==> src/rtl/hc595_pkg.sv <==
// Shared types and constants for the 74HC595 source-scan scheduler.
package hc595_pkg;

    localparam int unsigned WORD_LEN = 24;
    localparam int unsigned EN_BIT   = 5;
    localparam int unsigned CH_W     = 5;

    localparam logic [WORD_LEN-1:0] BLANK_WORD = '0;

    // Word layout shifted into the 595 chain: source enable plus channel select
    typedef struct packed {
        logic [WORD_LEN-EN_BIT-2:0] pad;
        logic                       en;
        logic [EN_BIT-1:0]          ch;
    } hc595_word_t;

    typedef enum logic [3:0] {
        ST_IDLE        = 4'd0,
        ST_SEARCH      = 4'd1,
        ST_ISSUE       = 4'd2,
        ST_ACK         = 4'd3,
        ST_DWELL       = 4'd4,
        ST_SAMPLE      = 4'd5,
        ST_BLANK_ISSUE = 4'd6,
        ST_BLANK_ACK   = 4'd7,
        ST_FRAME_END   = 4'd8
    } state_t;

    // Build the word that switches on the source for one channel
    function automatic logic [WORD_LEN-1:0] src_word(input logic [CH_W-1:0] ch);
        hc595_word_t w;
        w     = '0;
        w.en  = 1'b1;
        w.ch  = EN_BIT'(ch);
        return w;
    endfunction

endpackage

==> src/rtl/hc595_cyc_timer.sv <==
// Down-counter shared between dwell timing and handshake timeout.
module hc595_cyc_timer #(
    parameter int unsigned W = 16
) (
    input  logic         clk,
    input  logic         rst,
    input  logic         en,
    input  logic         load,
    input  logic [W-1:0] load_val,
    output logic         expire_c
);

    logic [W-1:0] cnt;

    // Load takes priority; otherwise count down and park at zero
    always_ff @(posedge clk) begin
        if (rst) begin
            cnt <= '0;
        end else if (load) begin
            cnt <= load_val;
        end else if (en && (cnt != '0)) begin
            cnt <= cnt - W'(1);
        end
    end

    assign expire_c = (cnt == '0);

endmodule

==> src/rtl/hc595_scan_sched.sv <==
// Scans enabled sources through a 595 driver: select, settle, sample, blank.
module hc595_scan_sched
    import hc595_pkg::*;
#(
    parameter int unsigned N_CH      = 32,
    parameter int unsigned DWELL_CYC = 5000,
    parameter int unsigned TMO_CYC   = 65535
) (
    input  logic                clk,
    input  logic                rst,
    input  logic                start,
    input  logic                stop,
    input  logic                cont,
    input  logic [N_CH-1:0]     ch_mask,
    output logic [WORD_LEN-1:0] hc595d_data,
    output logic [7:0]          hc595d_data_len,
    output logic                hc595d_wr_en,
    input  logic                hc595d_wr_finish,
    output logic                adc_trig,
    input  logic                adc_done,
    output logic [CH_W-1:0]     cur_ch,
    output logic                busy,
    output logic                frame_done,
    output logic                err_tmo
);

    localparam int unsigned TMR_MAX = (TMO_CYC > DWELL_CYC) ? TMO_CYC : DWELL_CYC;
    localparam int unsigned TMR_W   = $clog2(TMR_MAX + 1);

    state_t              state;
    state_t              next_state;
    logic [CH_W-1:0]     ptr;
    logic [CH_W-1:0]     ptr_d;
    logic [N_CH-1:0]     mask_q;
    logic [N_CH-1:0]     mask_d;
    logic                stop_q;
    logic                stop_d;
    logic [WORD_LEN-1:0] data_d;
    logic                wr_en_d;
    logic                adc_trig_d;
    logic                frame_done_d;
    logic                busy_d;
    logic                err_d;

    logic                stop_pend;
    logic                last_ch;
    logic                is_wait;
    logic                wait_ok;
    logic                tmo_hit;
    logic                tmr_load;
    logic [TMR_W-1:0]    tmr_val;
    logic                tmr_expire;

    assign stop_pend = stop_q | stop;
    assign last_ch   = (ptr == CH_W'(N_CH - 1));
    assign is_wait   = (state == ST_ISSUE) || (state == ST_ACK) || (state == ST_SAMPLE) ||
                       (state == ST_BLANK_ISSUE) || (state == ST_BLANK_ACK);
    assign wait_ok   = (((state == ST_ISSUE) || (state == ST_BLANK_ISSUE)) && !hc595d_wr_finish) ||
                       (((state == ST_ACK) || (state == ST_BLANK_ACK)) && hc595d_wr_finish) ||
                       ((state == ST_SAMPLE) && adc_done);
    assign tmo_hit   = is_wait && !wait_ok && tmr_expire;

    assign hc595d_data_len = 8'(WORD_LEN);
    assign cur_ch          = ptr;

    hc595_cyc_timer #(
        .W (TMR_W)
    ) u_timer (
        .clk      (clk),
        .rst      (rst),
        .en       (state != ST_IDLE),
        .load     (tmr_load),
        .load_val (tmr_val),
        .expire_c (tmr_expire)
    );

    // State and registered outputs
    always_ff @(posedge clk) begin
        if (rst) begin
            state        <= ST_IDLE;
            ptr          <= '0;
            mask_q       <= '0;
            stop_q       <= 1'b0;
            hc595d_data  <= BLANK_WORD;
            hc595d_wr_en <= 1'b0;
            adc_trig     <= 1'b0;
            frame_done   <= 1'b0;
            busy         <= 1'b0;
            err_tmo      <= 1'b0;
        end else begin
            state        <= next_state;
            ptr          <= ptr_d;
            mask_q       <= mask_d;
            stop_q       <= stop_d;
            hc595d_data  <= data_d;
            hc595d_wr_en <= wr_en_d;
            adc_trig     <= adc_trig_d;
            frame_done   <= frame_done_d;
            busy         <= busy_d;
            err_tmo      <= err_d;
        end
    end

    // Next-state decode
    always_comb begin
        next_state = state;
        unique case (state)
            ST_IDLE: begin
                if (start) next_state = ST_SEARCH;
            end
            ST_SEARCH: begin
                if (stop_pend)        next_state = ST_IDLE;
                else if (mask_q[ptr]) next_state = ST_ISSUE;
                else if (last_ch)     next_state = ST_FRAME_END;
            end
            ST_ISSUE: begin
                if (wait_ok)      next_state = ST_ACK;
                else if (tmo_hit) next_state = ST_IDLE;
            end
            ST_ACK: begin
                if (wait_ok)      next_state = ST_DWELL;
                else if (tmo_hit) next_state = ST_IDLE;
            end
            ST_DWELL: begin
                if (tmr_expire) next_state = ST_SAMPLE;
            end
            ST_SAMPLE: begin
                if (wait_ok)      next_state = ST_BLANK_ISSUE;
                else if (tmo_hit) next_state = ST_IDLE;
            end
            ST_BLANK_ISSUE: begin
                if (wait_ok)      next_state = ST_BLANK_ACK;
                else if (tmo_hit) next_state = ST_IDLE;
            end
            ST_BLANK_ACK: begin
                if (wait_ok) begin
                    if (stop_pend)    next_state = ST_IDLE;
                    else if (last_ch) next_state = ST_FRAME_END;
                    else              next_state = ST_SEARCH;
                end else if (tmo_hit) begin
                    next_state = ST_IDLE;
                end
            end
            ST_FRAME_END: begin
                if (cont && !stop_pend) next_state = ST_SEARCH;
                else                    next_state = ST_IDLE;
            end
            default: next_state = ST_IDLE;
        endcase
    end

    // Next values for datapath registers, outputs and timer control
    always_comb begin
        ptr_d        = ptr;
        mask_d       = mask_q;
        stop_d       = stop_q;
        data_d       = hc595d_data;
        wr_en_d      = (next_state == ST_ISSUE) || (next_state == ST_BLANK_ISSUE);
        adc_trig_d   = (next_state == ST_SAMPLE) && (state != ST_SAMPLE);
        frame_done_d = 1'b0;
        busy_d       = (next_state != ST_IDLE);
        err_d        = err_tmo;
        tmr_load     = (next_state != state);
        tmr_val      = (next_state == ST_DWELL) ? TMR_W'(DWELL_CYC - 1) : TMR_W'(TMO_CYC);

        if ((state != ST_IDLE) && stop) stop_d = 1'b1;
        if (next_state == ST_IDLE)      stop_d = 1'b0;

        if ((state == ST_IDLE) && start) begin
            mask_d = ch_mask;
            err_d  = 1'b0;
            ptr_d  = '0;
        end

        if (((state == ST_SEARCH) || (state == ST_BLANK_ACK)) && (next_state == ST_SEARCH)) begin
            ptr_d = ptr + CH_W'(1);
        end

        if (state == ST_FRAME_END) begin
            frame_done_d = !stop_pend;
            if (next_state == ST_SEARCH) begin
                mask_d = ch_mask;
                ptr_d  = '0;
            end
        end

        if ((next_state == ST_ISSUE) && (state != ST_ISSUE))             data_d = src_word(ptr);
        if ((next_state == ST_BLANK_ISSUE) && (state != ST_BLANK_ISSUE)) data_d = BLANK_WORD;

        if (tmo_hit) err_d = 1'b1;
    end

endmodule

==> config.mk <==
export PLATFORM = sky130hd
export DESIGN_NAME = hc595_scan_sched
export DESIGN_NICKNAME = d
export VERILOG_FILES = /design/src/rtl/hc595_pkg.sv /design/src/rtl/hc595_cyc_timer.sv /design/src/rtl/hc595_scan_sched.sv
export SDC_FILE = /design/constraint.sdc
export NUM_CORES = 1
export LEC_CHECK = 0
export ABC_CLOCK_PERIOD_IN_PS = 7500
export CAP_MARGIN = 20
export CORE_UTILIZATION = 50
export CTS_CLUSTER_SIZE = 25
export DETAILED_ROUTE_END_ITERATION = 6
export PLACE_DENSITY = 0.79
export SYNTH_ARGS = -nofsm -noshare
export SYNTH_HDL_FRONTEND = slang
export SYNTH_SLANG_ARGS = --single-unit
export TNS_END_PERCENT = 10
==> constraint.sdc <==
create_clock -name clk -period 7.5 [get_ports clk]
set_clock_uncertainty 0.2 [all_clocks]
set_input_delay 2.25 -clock clk [delete_from_list [all_inputs] [get_ports clk]]
set_output_delay 2.25 -clock clk [all_outputs]
set_load 0.02 [all_outputs]
==> flow_summary.yaml <==
cts:
  path_clk_slew_ns: 0.08
  postCtsHoldBufs: 0
  h-tree-depth: 3
  clock_latency_ns: 0.35
  cts-root-buf: "clkbuf_8"
  cts.sinks: 69
  post_cts_buffers: 0
  cts_buffer_depth: 2
  cts_buffers: 9
  post_cts_resized: 0
  cts_tree: "done"
floorplan:
  design.core.area_um2: 6940
  die_w_um: 87.7
  rows: 30
  start_util_pct: 52.9
  io_pins: 81
  die_y_um: 87.7
  die-area_um2: 7700
detailed_routing:
  drt_iter0_drc: 152
  vias: 3027
  dr.pass1.iters: 5
  post_drt_wl_per_cell_um: 14.2
  wl_um: 7860
  ant_nets: 0
  drcViolationCount: 0
  viasPerCell: 5.45
global_routing:
  antenna_found_initial: 0
  grt_max_degree: 48
  grt_pass1_vias: 2712
  grt_pass1_wl_um: 12700
  gr-total-overflow: 0
  grt_usage_pct: 21.8
critical_path:
  path_class: "primary input to flip-flop"
  worstPathMaxFanout: 16
  critPathTopFamily: "buffers and inverters"
  critPathLaunchType: "primary input"
  critPathSlowestCell: "clkdlybuf4s50_1"
  critPathBufInv: 1
  critical-path-max-stage-delay_ns: 0.62
  critical_path_required_ns: 7.50
  worstPathArrival_ns: 4.52
  crit_chain: "clkdlybuf4s50_1 -> xor2_1 -> a32oi_1 -> o21ai_1 -> xnor2_1 -> nor3_4 -> a31oi_1"
  cp-end-kind: "flip-flop"
synthesis:
  ys_ff_latch: 69
  async_flop_share_pct: 0
  synth_common_cells: "77 x nand2_1, 69 x dfxtp_1, 41 x a21oi_1, 26 x buf_4, 19 x clkbuf_1"
  syn_area_per_cell_um2: 8.79
  synthDistinctLibCells: 55
  ys_warn_count: 0
  yosys.area.top_type: "dfxtp_1"
  synthesis.area_um2: 3670
  ys.flop_type: "dfxtp_1"
  yosysMostFrequentCell: "nand2_1"
  yosysTopAreaCellShare_pct: 37.6
  syn_inst: 418
  synth_edf_count: 0
  yosysSeqAreaShare_pct: 37.6
  synthTopCellsByArea: "dfxtp_1 38%, nand2_1 7.9%, mux4_1 5.7%"
pwr:
  p_int_mw: 0.599
  power_mw: 0.834
  p_sw_mw: 0.234
  seqPwrFrac_pct: 49.6
  ir_worst_vdd_mv: 0.111
  combPwrFrac_pct: 16.0
  leakagePower_nw: 1.59
  switching_share_pct: 28.1
  power_density_nw_per_um2: 193
  clock_power_share_pct: 34.4
outcome:
  outcome: "finished clean"
timing:
  fin_ws_ns: 2.98
  fin_crit_sh_pct: 60.3
  fmax_ghz: 0.221
  hold_viol: 0
  rsz0062_at_grt: "no"
  relSlewSlack_pct: 34.5
  fin_tns_setup_ns: 0
  maxSlewViolCount: 0
  period_needed_ns: 4.52
  setup_violations: 0
  worst_pin_slew_ns: 0.980
layout:
  nNetsFinal: 498
  n_antenna_cell: 0
  design_area_um2: 4310
  area_growth_pct: 17.3
  drive_gt1_share_pct: 6.10
  final_util_pct: 62.1
place:
  place_congestion: 0.909
  place_area_um2: 4130
  dp_hpwl_um: 5330
  io_buffers: 54
  preCtsSetupSlack_ns: 2.63
job:
  cap_violations: 0
min_path:
  hold_path_class: "flip-flop to flip-flop"
-- power groups by stage --
stage          registers, mW  clock network (mW)  logic (mW)
6_report               0.414               0.287       0.133
5_1_grt                0.417               0.310       0.147
4_1_cts                0.413               0.294       0.133
3_5_place_dp           0.421                   0       0.133
3_3_place_gp           0.420                   0       0.130
2_1_floorplan          0.412                   0       0.110
-- logic make-up after synthesis --
group           after synthesis  share of synthesized area (%)
simple gates                157                           21.7
compound gates               85                           15.2
flops                        69                           37.6
buf+inv                      59                           9.19
mux                          25                           10.7
xor+xnor                     17                           4.05
fa+ha+maj                     4                           1.36
other cells                   2                          0.204
-- sequential cells by signal (all words and copies together), names as in the netlist --
register and count:
hc595d_wr_en 1, mask_q 32, adc_trig 1, busy 1, frame_done 1, cur_ch 5, err_tmo 1, hc595d_data 6
state 4, u_timer.cnt 16, stop_q 1
-- tightest hold or removal path, delay by kind of cell, from the launching register on --
| kind | cells | cell delay [ns] |
|---|---|---|
| and+or+nand+nor | 1 | 0.05 |
| DFF | 1 | 0.31 |
| AOI/OAI and AO/OA | 1 | 0.05 |
-- metal layers --
metal	vias up	global-route usage (%)	part of all wire [%]
li1	1508	-	-
met1	1386	27.8	43
met2	121	35.2	49
met3	12	4.52	5.9
met4	0	10.7	1.9
met5	-	0	0
-- layout by cell type, fill, tap and decap left out, drive strengths merged, types with 2 or more instances in the layout --
cell type / n
a2111oi: 3
a21o: 3
a21oi: 41
a31oi: 18
a32oi: 2
and2: 6
and3: 3
buf: 2
clkbuf: 10
clkdlybuf4s50: 54
clkinv: 3
conb: 26
dfxtp: 69
ha: 4
inv: 5
mux2i: 16
mux4: 9
nand2: 77
nand2b: 4
nand3: 5
nand3b: 2
nand4: 4
nand4b: 3
nor2: 17
nor2b: 3
nor3: 8
nor3b: 3
nor4: 12
nor4b: 3
o21ai: 7
or3: 4
or4: 2
xnor2: 13
xor2: 4
-- layout make-up --
cell class | count | area (um2)
clock inverters | 5 | 52.6
well taps | 96 | 120
inverters | 5 | 18.8
clock buffers | 10 | 128
multi-input cells | 314 | 2050
fillers | 603 | 2640
repair buffers | 56 | 556
flip-flops and latches | 69 | 1380
-- worst paths after layout --
path,slack (ns),startpoint,cells past startpoint,end
worst min register to register,0.25,mask_q[19]$_SDFF_PP0_,2,mask_q[19]$_SDFF_PP0_
worst min-delay path,0.25,mask_q[19]$_SDFF_PP0_,2,mask_q[19]$_SDFF_PP0_
worst max-delay path,2.98,hc595d_wr_finish,7,u_timer.cnt[5]$_SDFFE_PP0P_
worst max register to register,4.20,cur_ch[2]$_SDFF_PP0_,6,u_timer.cnt[5]$_SDFFE_PP0P_
-- metrics by stage --
step                hold slack (ns)  cells
floorplan                     0.227    442
global placement              0.234    540
detailed placement            0.243    540
CTS                           0.252    555
global route                  0.270    555
finish                        0.250    555
(Power assumes the default switching activity.)
